$ cat src/rtl/nrisc_program_loader.sv
// Byte-stream boot loader for nRisc: parses framed segments, writes them into
// instruction/data memory and releases the CPU after a valid end-of-program byte.
module nrisc_program_loader #(
  parameter int ADDR_W  = 8,
  parameter int DATA_W  = 8,
  parameter int TIMEOUT = 1023
) (
  input  logic              Clock,
  input  logic              Reset,
  input  logic [DATA_W-1:0] InData,
  input  logic              InValid,
  output logic              InReady,
  output logic              WrEn,
  output logic              WrSel,
  output logic [ADDR_W-1:0] WrAddr,
  output logic [DATA_W-1:0] WrData,
  output logic              CpuRun,
  output logic              Done,
  output logic              Error,
  output logic [1:0]        ErrCode
);

  localparam int TW = (TIMEOUT > 1) ? $clog2(TIMEOUT + 1) : 1;

  typedef enum logic [2:0] {
    S_HDR, S_CNT, S_ADDR, S_DATA, S_CHK, S_DONE, S_ERR
  } state_t;

  state_t            state_reg, state_next;
  logic              inready_reg, inready_next;
  logic              wren_reg, wren_next;
  logic              wrsel_reg, wrsel_next;
  logic [ADDR_W-1:0] wraddr_reg, wraddr_next;
  logic [DATA_W-1:0] wrdata_reg, wrdata_next;
  logic [ADDR_W-1:0] ptr_reg, ptr_next;
  logic [DATA_W:0]   cnt_reg, cnt_next;
  logic [DATA_W-1:0] acc_reg, acc_next;
  logic [TW-1:0]     tmo_reg, tmo_next;
  logic              done_reg, done_next;
  logic              err_reg, err_next;
  logic [1:0]        errcode_reg, errcode_next;
  logic              accept;
  logic              in_frame;

  always_ff @(posedge Clock or negedge Reset) begin
    if (!Reset) begin
      state_reg   <= S_HDR;
      inready_reg <= 1'b0;
      wren_reg    <= 1'b0;
      wrsel_reg   <= 1'b0;
      wraddr_reg  <= '0;
      wrdata_reg  <= '0;
      ptr_reg     <= '0;
      cnt_reg     <= '0;
      acc_reg     <= '0;
      tmo_reg     <= '0;
      done_reg    <= 1'b0;
      err_reg     <= 1'b0;
      errcode_reg <= 2'b00;
    end else begin
      state_reg   <= state_next;
      inready_reg <= inready_next;
      wren_reg    <= wren_next;
      wrsel_reg   <= wrsel_next;
      wraddr_reg  <= wraddr_next;
      wrdata_reg  <= wrdata_next;
      ptr_reg     <= ptr_next;
      cnt_reg     <= cnt_next;
      acc_reg     <= acc_next;
      tmo_reg     <= tmo_next;
      done_reg    <= done_next;
      err_reg     <= err_next;
      errcode_reg <= errcode_next;
    end
  end

  always_comb begin
    state_next   = state_reg;
    wren_next    = 1'b0;
    wrsel_next   = wrsel_reg;
    wraddr_next  = wraddr_reg;
    wrdata_next  = wrdata_reg;
    ptr_next     = ptr_reg;
    cnt_next     = cnt_reg;
    acc_next     = acc_reg;
    tmo_next     = tmo_reg;
    errcode_next = errcode_reg;
    accept       = InValid && inready_reg;
    in_frame     = (state_reg == S_CNT) || (state_reg == S_ADDR) ||
                   (state_reg == S_DATA) || (state_reg == S_CHK);

    case (state_reg)
      S_HDR: begin
        if (accept) begin
          if (InData == DATA_W'(8'h00) || InData == DATA_W'(8'h01)) begin
            wrsel_next = InData[0];
            acc_next   = '0;
            state_next = S_CNT;
          end else if (InData == DATA_W'(8'hFF)) begin
            state_next = S_DONE;
          end else begin
            state_next   = S_ERR;
            errcode_next = 2'b01;
          end
        end
      end
      S_CNT: begin
        if (accept) begin
          // A zero count means a full 2^DATA_W-byte segment.
          cnt_next   = (InData == '0) ? {1'b1, {DATA_W{1'b0}}} : {1'b0, InData};
          acc_next   = acc_reg ^ InData;
          state_next = S_ADDR;
        end
      end
      S_ADDR: begin
        if (accept) begin
          ptr_next   = ADDR_W'(InData);
          acc_next   = acc_reg ^ InData;
          state_next = S_DATA;
        end
      end
      S_DATA: begin
        if (accept) begin
          acc_next    = acc_reg ^ InData;
          wren_next   = 1'b1;
          wraddr_next = ptr_reg;
          wrdata_next = InData;
          ptr_next    = ptr_reg + ADDR_W'(1);
          cnt_next    = cnt_reg - (DATA_W+1)'(1);
          if (cnt_reg == (DATA_W+1)'(1)) state_next = S_CHK;
        end
      end
      S_CHK: begin
        if (accept) begin
          if (InData == acc_reg) begin
            state_next = S_HDR;
          end else begin
            state_next   = S_ERR;
            errcode_next = 2'b10;
          end
        end
      end
      default: ;
    endcase

    // Idle counter only matters inside a frame; a stalled sender aborts the load.
    if (accept || state_reg == S_HDR) begin
      tmo_next = '0;
    end else if (in_frame && !InValid && TIMEOUT != 0) begin
      tmo_next = tmo_reg + TW'(1);
      if (tmo_next == TW'(TIMEOUT)) begin
        state_next   = S_ERR;
        errcode_next = 2'b11;
      end
    end

    inready_next = (state_next != S_DONE) && (state_next != S_ERR);
    done_next    = (state_next == S_DONE);
    err_next     = (state_next == S_ERR);
  end

  assign InReady = inready_reg;
  assign WrEn    = wren_reg;
  assign WrSel   = wrsel_reg;
  assign WrAddr  = wraddr_reg;
  assign WrData  = wrdata_reg;
  assign CpuRun  = done_reg;
  assign Done    = done_reg;
  assign Error   = err_reg;
  assign ErrCode = errcode_reg;

endmodule

$ cat config.mk
export PLATFORM = sky130hd
export DESIGN_NAME = nrisc_program_loader
export DESIGN_NICKNAME = d
export VERILOG_FILES = /design/src/rtl/nrisc_program_loader.sv
export SDC_FILE = /design/constraint.sdc
export NUM_CORES = 1
export LEC_CHECK = 0
export CORE_MARGIN = 10
export CORE_UTILIZATION = 40
export DETAILED_ROUTE_END_ITERATION = 7
export GPL_TIMING_DRIVEN = 0
export PLACE_DENSITY = 0.65
export SYNTH_ARGS = -nofsm -noshare
export SYNTH_HDL_FRONTEND = slang
export SYNTH_SLANG_ARGS = --single-unit
$ cat constraint.sdc
create_clock -name Clock -period 2.5 [get_ports Clock]
set_input_delay 0.5 -clock Clock [delete_from_list [all_inputs] [get_ports Clock]]
set_output_delay 0.5 -clock Clock [all_outputs]
set_load 0.005 [all_outputs]
==> After elaboration in Yosys (flattened, before gate mapping) <==
Cells that the tools add are included.
{ "totals": {"register_bits": 61, "out_inout_bits": 24} }
{ "classes": {"n_addsub": 3, "bitwise": 1, "eq_ne": 19, "reduce_logical": 21, "mux": 37} }
{ "ops": {"columns": ["op", "n"], "rows": [
  ["2-to-1 mux 8 bit", 5],
  ["2-to-1 mux 3 bit", 11],
  ["case mux 8 bit (2 select lines)", 2],
  ["2-to-1 mux 9 bit", 3],
  ["2-to-1 mux 10 bit", 2],
  ["2-to-1 mux 2 bit", 9],
  ["case mux 9 bit (2 select lines)", 1],
  ["case mux 3 bit (5 select lines)", 1],
  ["adder 10 x 1 -> 10 bit, second input constant", 1],
  ["== test 10 bit, second input constant", 1],
  ["!= test 2 bit, second input constant", 5],
  ["== test 3 bit, second input constant", 3],
  ["== test 9 x 1 -> 1 bit, second input constant", 1],
  ["AND reduction 3 bit", 3],
  ["subtractor 9 x 1 -> 9 bit, second input constant", 1],
  ["adder 8 x 1 -> 8 bit, second input constant", 1],
  ["== test 8 x 1 -> 1 bit, second input constant", 1],
  ["== test 8 bit", 1],
  ["== test 8 bit, second input constant", 1],
  ["logical NOT 8 bit", 1],
  ["nonzero test 2 bit", 4],
  ["bitwise XOR 8 bit", 1],
  ["== test 3 x 2 -> 1 bit, second input constant", 2],
  ["!= test 3 bit, second input constant", 2],
  ["11 further kinds", 18]
]} }

==> Longest topological paths before layout <==
{ "logic_depth": {"depth_word": 10, "depth_mapped": 10} }

==> Worst setup path before layout <==
No wires, ideal clock.
{ "synth_path": {"path_kind": "input to register", "from": "input InData[2]", "to": "register inready_reg, in the netlist InReady", "slack_ns": 0.303, "stages": 7, "t_required_ns": 2.381, "t_arrival_ns": 2.078, "path_buffers": 1, "cell_sequence": "buf_2 -> or4_4 -> o41a_1 -> a22oi_2 -> o31a_2 -> xnor2_1 -> o21a_1"} }
{ "synth_via": {"elab_chain_cells": 10, "elab_cells_between_ends": 17} }
{ "synth_rtl": {"columns": ["item", "line", "source"], "rows": [
  ["from (decl)", "10", "input logic [DATA_W-1:0] InData,"],
  ["== test 8 bit (tied with other cells)", "99", "end else if (InData == DATA_W'(8'hFF)) begin"],
  ["2-to-1 mux 2 bit / logical OR 1 bit (equally long branches)", "99, 95", null],
  ["2-to-1 mux 3 bit", "95", "if (InData == DATA_W'(8'h00) || InData == DATA_W'(8'h01)) begin"],
  ["2-to-1 mux 3 bit", "94", "if (accept) begin"],
  ["case mux 3 bit (5 select lines) *", "92", "case (state_reg)"],
  ["2-to-1 mux 3 bit", "151", "if (tmo_next == TW'(TIMEOUT)) begin"],
  ["2-to-1 mux 3 bit", "149", "end else if (in_frame && !InValid && TIMEOUT != 0) begin"],
  ["2-to-1 mux 3 bit *", "147", "if (accept || state_reg == S_HDR) begin"],
  ["!= test 3 bit", "157", "inready_next = (state_next != S_DONE) && (state_next != S_ERR);"],
  ["logical AND 1 bit *", "157", null],
  ["via inready_next", "30", "logic inready_reg, inready_next;"],
  ["to (signal assigned)", "62", "inready_reg <= inready_next;"],
  ["to (decl)", "30", null]
]} }
The timed path passes the listed nets; every way through them passes the cells marked *.
A chain may end at the register's enable or synchronous reset.

==> Worst setup path in the final report <==
{ "layout_path": {"from": "register tmo_reg[0]", "to": "register state_reg[0]"} }
{ "layout_via": {"elab_chain_cells": 5} }
{ "layout_rtl": {"columns": ["item", "line", "source"], "rows": [
  ["from (decl)", "38", "logic [TW-1:0] tmo_reg, tmo_next;"],
  ["from (signal assigned)", "70", "tmo_reg <= tmo_next;"],
  ["adder 10 x 1 -> 10 bit", "150", "tmo_next = tmo_reg + TW'(1);"],
  ["== test 10 bit", "151", null],
  ["2-to-1 mux 3 bit", "151", null],
  ["2-to-1 mux 3 bit", "149", null],
  ["2-to-1 mux 3 bit", "147", null],
  ["via state_next[0]", "29", "state_t state_reg, state_next;"],
  ["to (signal assigned)", "61", "state_reg <= state_next;"],
  ["to (decl)", "29", null]
]} }
The timed path passes the listed nets, and every way through them passes these cells.

==> summary.txt <==
Synth
  – Area share of the largest cell type after synthesis: ~46%
  – Dominant combinational cell family by area after synthesis: simple AND/OR/NAND/NOR gates
  – Multiplexer share of the synthesized area: under 10%
  – Leading cell types by count after synthesis: sky130_fd_sc_hd__dfrtp_1, sky130_fd_sc_hd__nor2_1, sky130_fd_sc_hd__nand2_1, sky130_fd_sc_hd__o21ai_0, sky130_fd_sc_hd__o21ai_1
  – Warning count from the yosys run: 0
  – Simple-gate share of the synthesized area: between 20% and 30%
  – Net count after synthesis: roughly 370
  – Leading area contributor after synthesis: sky130_fd_sc_hd__dfrtp_1
  – Combined area of all synthesized cells: around 3300 µm²
  – Flip-flop and latch count after synthesis: 61
  – Proportion of synthesized chip area in sequential cells: 46.4%
  – Compound-gate portion of the synthesized area: between 10% and 20%
  – Count of unique library cells instantiated by Yosys: 57
  – Synth Area in XOR/XNOR: 3.20%
  – Biggest area contributors in the synthesized netlist: sky130_fd_sc_hd__dfrtp_1, sky130_fd_sc_hd__mux2_2, sky130_fd_sc_hd__nor2_1, sky130_fd_sc_hd__o21ai_0, sky130_fd_sc_hd__nand2_1
  – Async S/R FF share, synth: between 90% and 100%
  – Number of flops mapped to enable cells by yosys: 0
  – Most instantiated flip-flop cell in the synthesis netlist: sky130_fd_sc_hd__dfrtp_1
  – Per-instance average area after synthesis: ~9 µm²
  – Gate Count Post-Synth: between 300 and 400
  – Share of synthesized cell area in full adder, half adder and majority cells: 1.90%
  – Most numerous cell in the Yosys netlist: sky130_fd_sc_hd__dfrtp_1

Worst setup path
  – Data arrival time of the critical path: between 2 and 3 ns
  – Number of cell instances on the worst register-to-register path: 8
  – Reg-to-reg setup timing slack: approximately 0.18 ns
  – Kind of launch point of the worst setup path: flip-flop
  – Critical path capture point type: flip-flop
  – Setup Crit Path Kind: flip-flop to flip-flop
  – Largest driver fanout on the critical path: 7
  – Worst endpoint required time: approximately 2.7 ns

Clock network
  – Clock buffers created by TritonCTS: 9
  – Setup repair bufs after CTS: 0
  – Clock root buffer: sky130_fd_sc_hd__clkbuf_8
  – CTS clk-pin slew, worst paths: about 0.07 ns
  – Clock latency on the worst-skew pair: about 0.35 ns
  – Clock tree from TritonCTS: built
  – Maximum number of buffers from clock root to sink: 2
  – CTS sink count: about 60
  – H-tree depth: 3

STA
  – Post-Route Hold Slack: 0.223 ns
  – Least setup slack across all paths after layout: between 0.15 and 0.2 ns
  – Unrepaired setup endpoints after global routing: no
  – Share of the clock period used by the worst path after layout: between 90 and 100%
  – Sum Neg Setup Slack: 0 ns
  – Hold Violations, Final: 0
  – Worst slew slack as a fraction of its limit: a little under half
  – Number of slew-limit violations in the final report: 0
  – Timing-limited maximum frequency: around 430 MHz
  – Minimum period implied by the final worst setup slack: between 2 and 2.5 ns
  – Number of setup violations in the final report: 0
  – Worst Max-Slew Pin Slew: around 0.8 ns
  – Final clock skew: about 0.0086 ns

Global routing
  – Wire length of the first global-routing pass: 13,600 µm
  – Via count of the first global-routing pass: approximately 2,700
  – Largest net degree at the start of global routing: between 60 and 70
  – Most heavily used metal layer in global routing: met2
  – Total global routing overflow: 0
  – GRT Total Usage: 13.2%
  – Global-route track usage on met1: between 15 and 20%
  – Fraction of met3 tracks used by global routing: roughly 3.5%
  – Number of antenna violations at the first check in global routing: 0
  – Met2 usage in global routing: about a fifth

Placement
  – Port Buffer Count: 26
  – Worst setup slack before clock tree synthesis: -0.280 ns
  – DPL Wire Length: between 5000 and 6000 µm
  – Placed Cells incl. Taps: slightly below 500
  – Placer's final routability congestion estimate: between 0.8 and 0.9

Final layout
  – Layout overhead on the synthesized area: 19.1%
  – Fraction of layout cells with a size suffix above 1: between 10% and 20%
  – Number of flip-flops under the largest register name: 10
  – Number of filler cells placed in the layout: 790
  – Ant diodes: 0
  – Core Util, Final: between 40% and 50%
  – Nets: approximately 410
  – Fin cells: 503

Pwr
  – Power density normalized to cell area: between 1000 and 1500 nW/µm²
  – Maximum ir drop on the vdd rail: ~0.45 mV
  – Static power due to leakage: about 1.6 nW

Route
  – 1st-iter DRT viols: about 120
  – Remaining antenna violation count: 0
  – Post-detailed-route via-to-cell ratio: between 5 and 6
  – First-pass DRT Iterations: 4
  – Number of remaining DRC errors: 0
  – Sum of routed wire length over all layers: ~8000 µm
  – Detailed-route wire length per cell: about 16 µm
  – Via total after detailed routing: 2,752

Die
  – Chip Height: 111 µm
  – Initial standard-cell utilization of the core: between 40% and 50%
  – Area of the core: 8090 µm²
  – Num ports: 35
  – Total number of placement rows: 33
  – Die area: ~12,000 µm²
  – Die Wd: 111 µm

Flow run
  – Max-cap violation count: 0

Worst hold path
  – Class of the worst hold path: primary input to asynchronous set/reset pin

Outcome
  – Status: complete, no violations
## cell type report
class                   instances  area [µm²]  area share, %
multi-input cells             265        1620           41.5
flip-flops and latches         61        1530           39.0
repair buffers                 26         258           6.58
well taps                     105         131           3.35
clock buffers                  10         128           3.26
clock inverters                 6         111           2.84
plain buffers                  23         111           2.84
inverters                       7        26.3          0.671
## critical path: stages, from the launching register on
cell                      delay, ns
sky130_fd_sc_hd__dfrtp_1       0.44
sky130_fd_sc_hd__ha_1          0.28
sky130_fd_sc_hd__and2_1        0.19
sky130_fd_sc_hd__o32ai_1       0.27
sky130_fd_sc_hd__a32o_1        0.17
sky130_fd_sc_hd__nand4_1       0.10
sky130_fd_sc_hd__or4_1         0.46
sky130_fd_sc_hd__buf_2         0.16
sky130_fd_sc_hd__nor2b_1       0.13
## report_power, final
group          switching, mW  total (mW)  internal [mW]
logic                  0.806        1.63          0.824
registers              0.298        1.64           1.34
clock network          0.411        1.07          0.662
total                   1.51        4.34           2.83
## placed cells by master, fill, tap and decap left out, types with 3 or more instances in the layout
| cell type | count |
|---|---|
| sky130_fd_sc_hd__a21oi_1 | 16 |
| sky130_fd_sc_hd__inv_1 | 7 |
| sky130_fd_sc_hd__clkbuf_1 | 15 |
| sky130_fd_sc_hd__clkdlybuf4s50_1 | 25 |
| sky130_fd_sc_hd__o22ai_1 | 3 |
| sky130_fd_sc_hd__a31oi_1 | 4 |
| sky130_fd_sc_hd__o21ai_0 | 30 |
| sky130_fd_sc_hd__buf_2 | 5 |
| sky130_fd_sc_hd__nor2_1 | 41 |
| sky130_fd_sc_hd__mux2_2 | 17 |
| sky130_fd_sc_hd__o41ai_1 | 3 |
| sky130_fd_sc_hd__bufinv_16 | 3 |
| sky130_fd_sc_hd__nor3_1 | 7 |
| sky130_fd_sc_hd__nand2b_1 | 6 |
| sky130_fd_sc_hd__nand3_1 | 9 |
| sky130_fd_sc_hd__and3b_1 | 3 |
| sky130_fd_sc_hd__and2_1 | 4 |
| sky130_fd_sc_hd__nor3b_1 | 3 |
| sky130_fd_sc_hd__dfrtp_1 | 61 |
| sky130_fd_sc_hd__buf_4 | 4 |
| sky130_fd_sc_hd__o21ai_1 | 20 |
| sky130_fd_sc_hd__ha_1 | 5 |
| sky130_fd_sc_hd__xnor2_1 | 10 |
| sky130_fd_sc_hd__clkbuf_8 | 9 |
| sky130_fd_sc_hd__nand4_1 | 6 |
| sky130_fd_sc_hd__nor4_1 | 4 |
| sky130_fd_sc_hd__nand2_1 | 33 |
## per-layer routing
metal  up-vias  wire [µm]
met5         -          0
met4         0        157
met3        13        454
met2        68       3810
met1      1335       3610
li1       1336          -
## final timing paths
path,start,to
worst min register to register,acc_reg[1],acc_reg[1]
max in group asynchronous,Reset,ErrCode[0]
worst max register to register,tmo_reg[0],state_reg[0]
min in group Clock,InData[3],acc_reg[3]
worst max-delay path,tmo_reg[0],state_reg[0]
worst min-delay path,Reset,acc_reg[3]
## what timing repair did
| action | CTS | global route |
|---|---|---|
| setup endpoints to repair | 0 | 12 |
| hold buffers | 0 | 0 |
| gates resized for setup | 0 | 1 |
## metrics by stage
| step | area (µm²) | total power, mW |
|---|---|---|
| after floorplan | 3290 | 2.61 |
| after global placement | 3680 | 3.25 |
| after detailed placement | 3680 | 3.30 |
| after CTS | 3920 | 4.38 |
| after global routing | 3920 | 4.66 |
| final | 3920 | 4.34 |
## cells by family (layout without fill, tap and decap cells)
logic type / count (synthesis) / count (layout)
and+or+nand+nor: 132 / 132
AOI/OAI and AO/OA: 98 / 98
DFF: 61 / 61
buffers and inverters: 31 / 72
muxes: 18 / 18
xor gates and xnor gates: 12 / 12
adders and majority gates: 5 / 5
(Power assumes the default switching activity.)
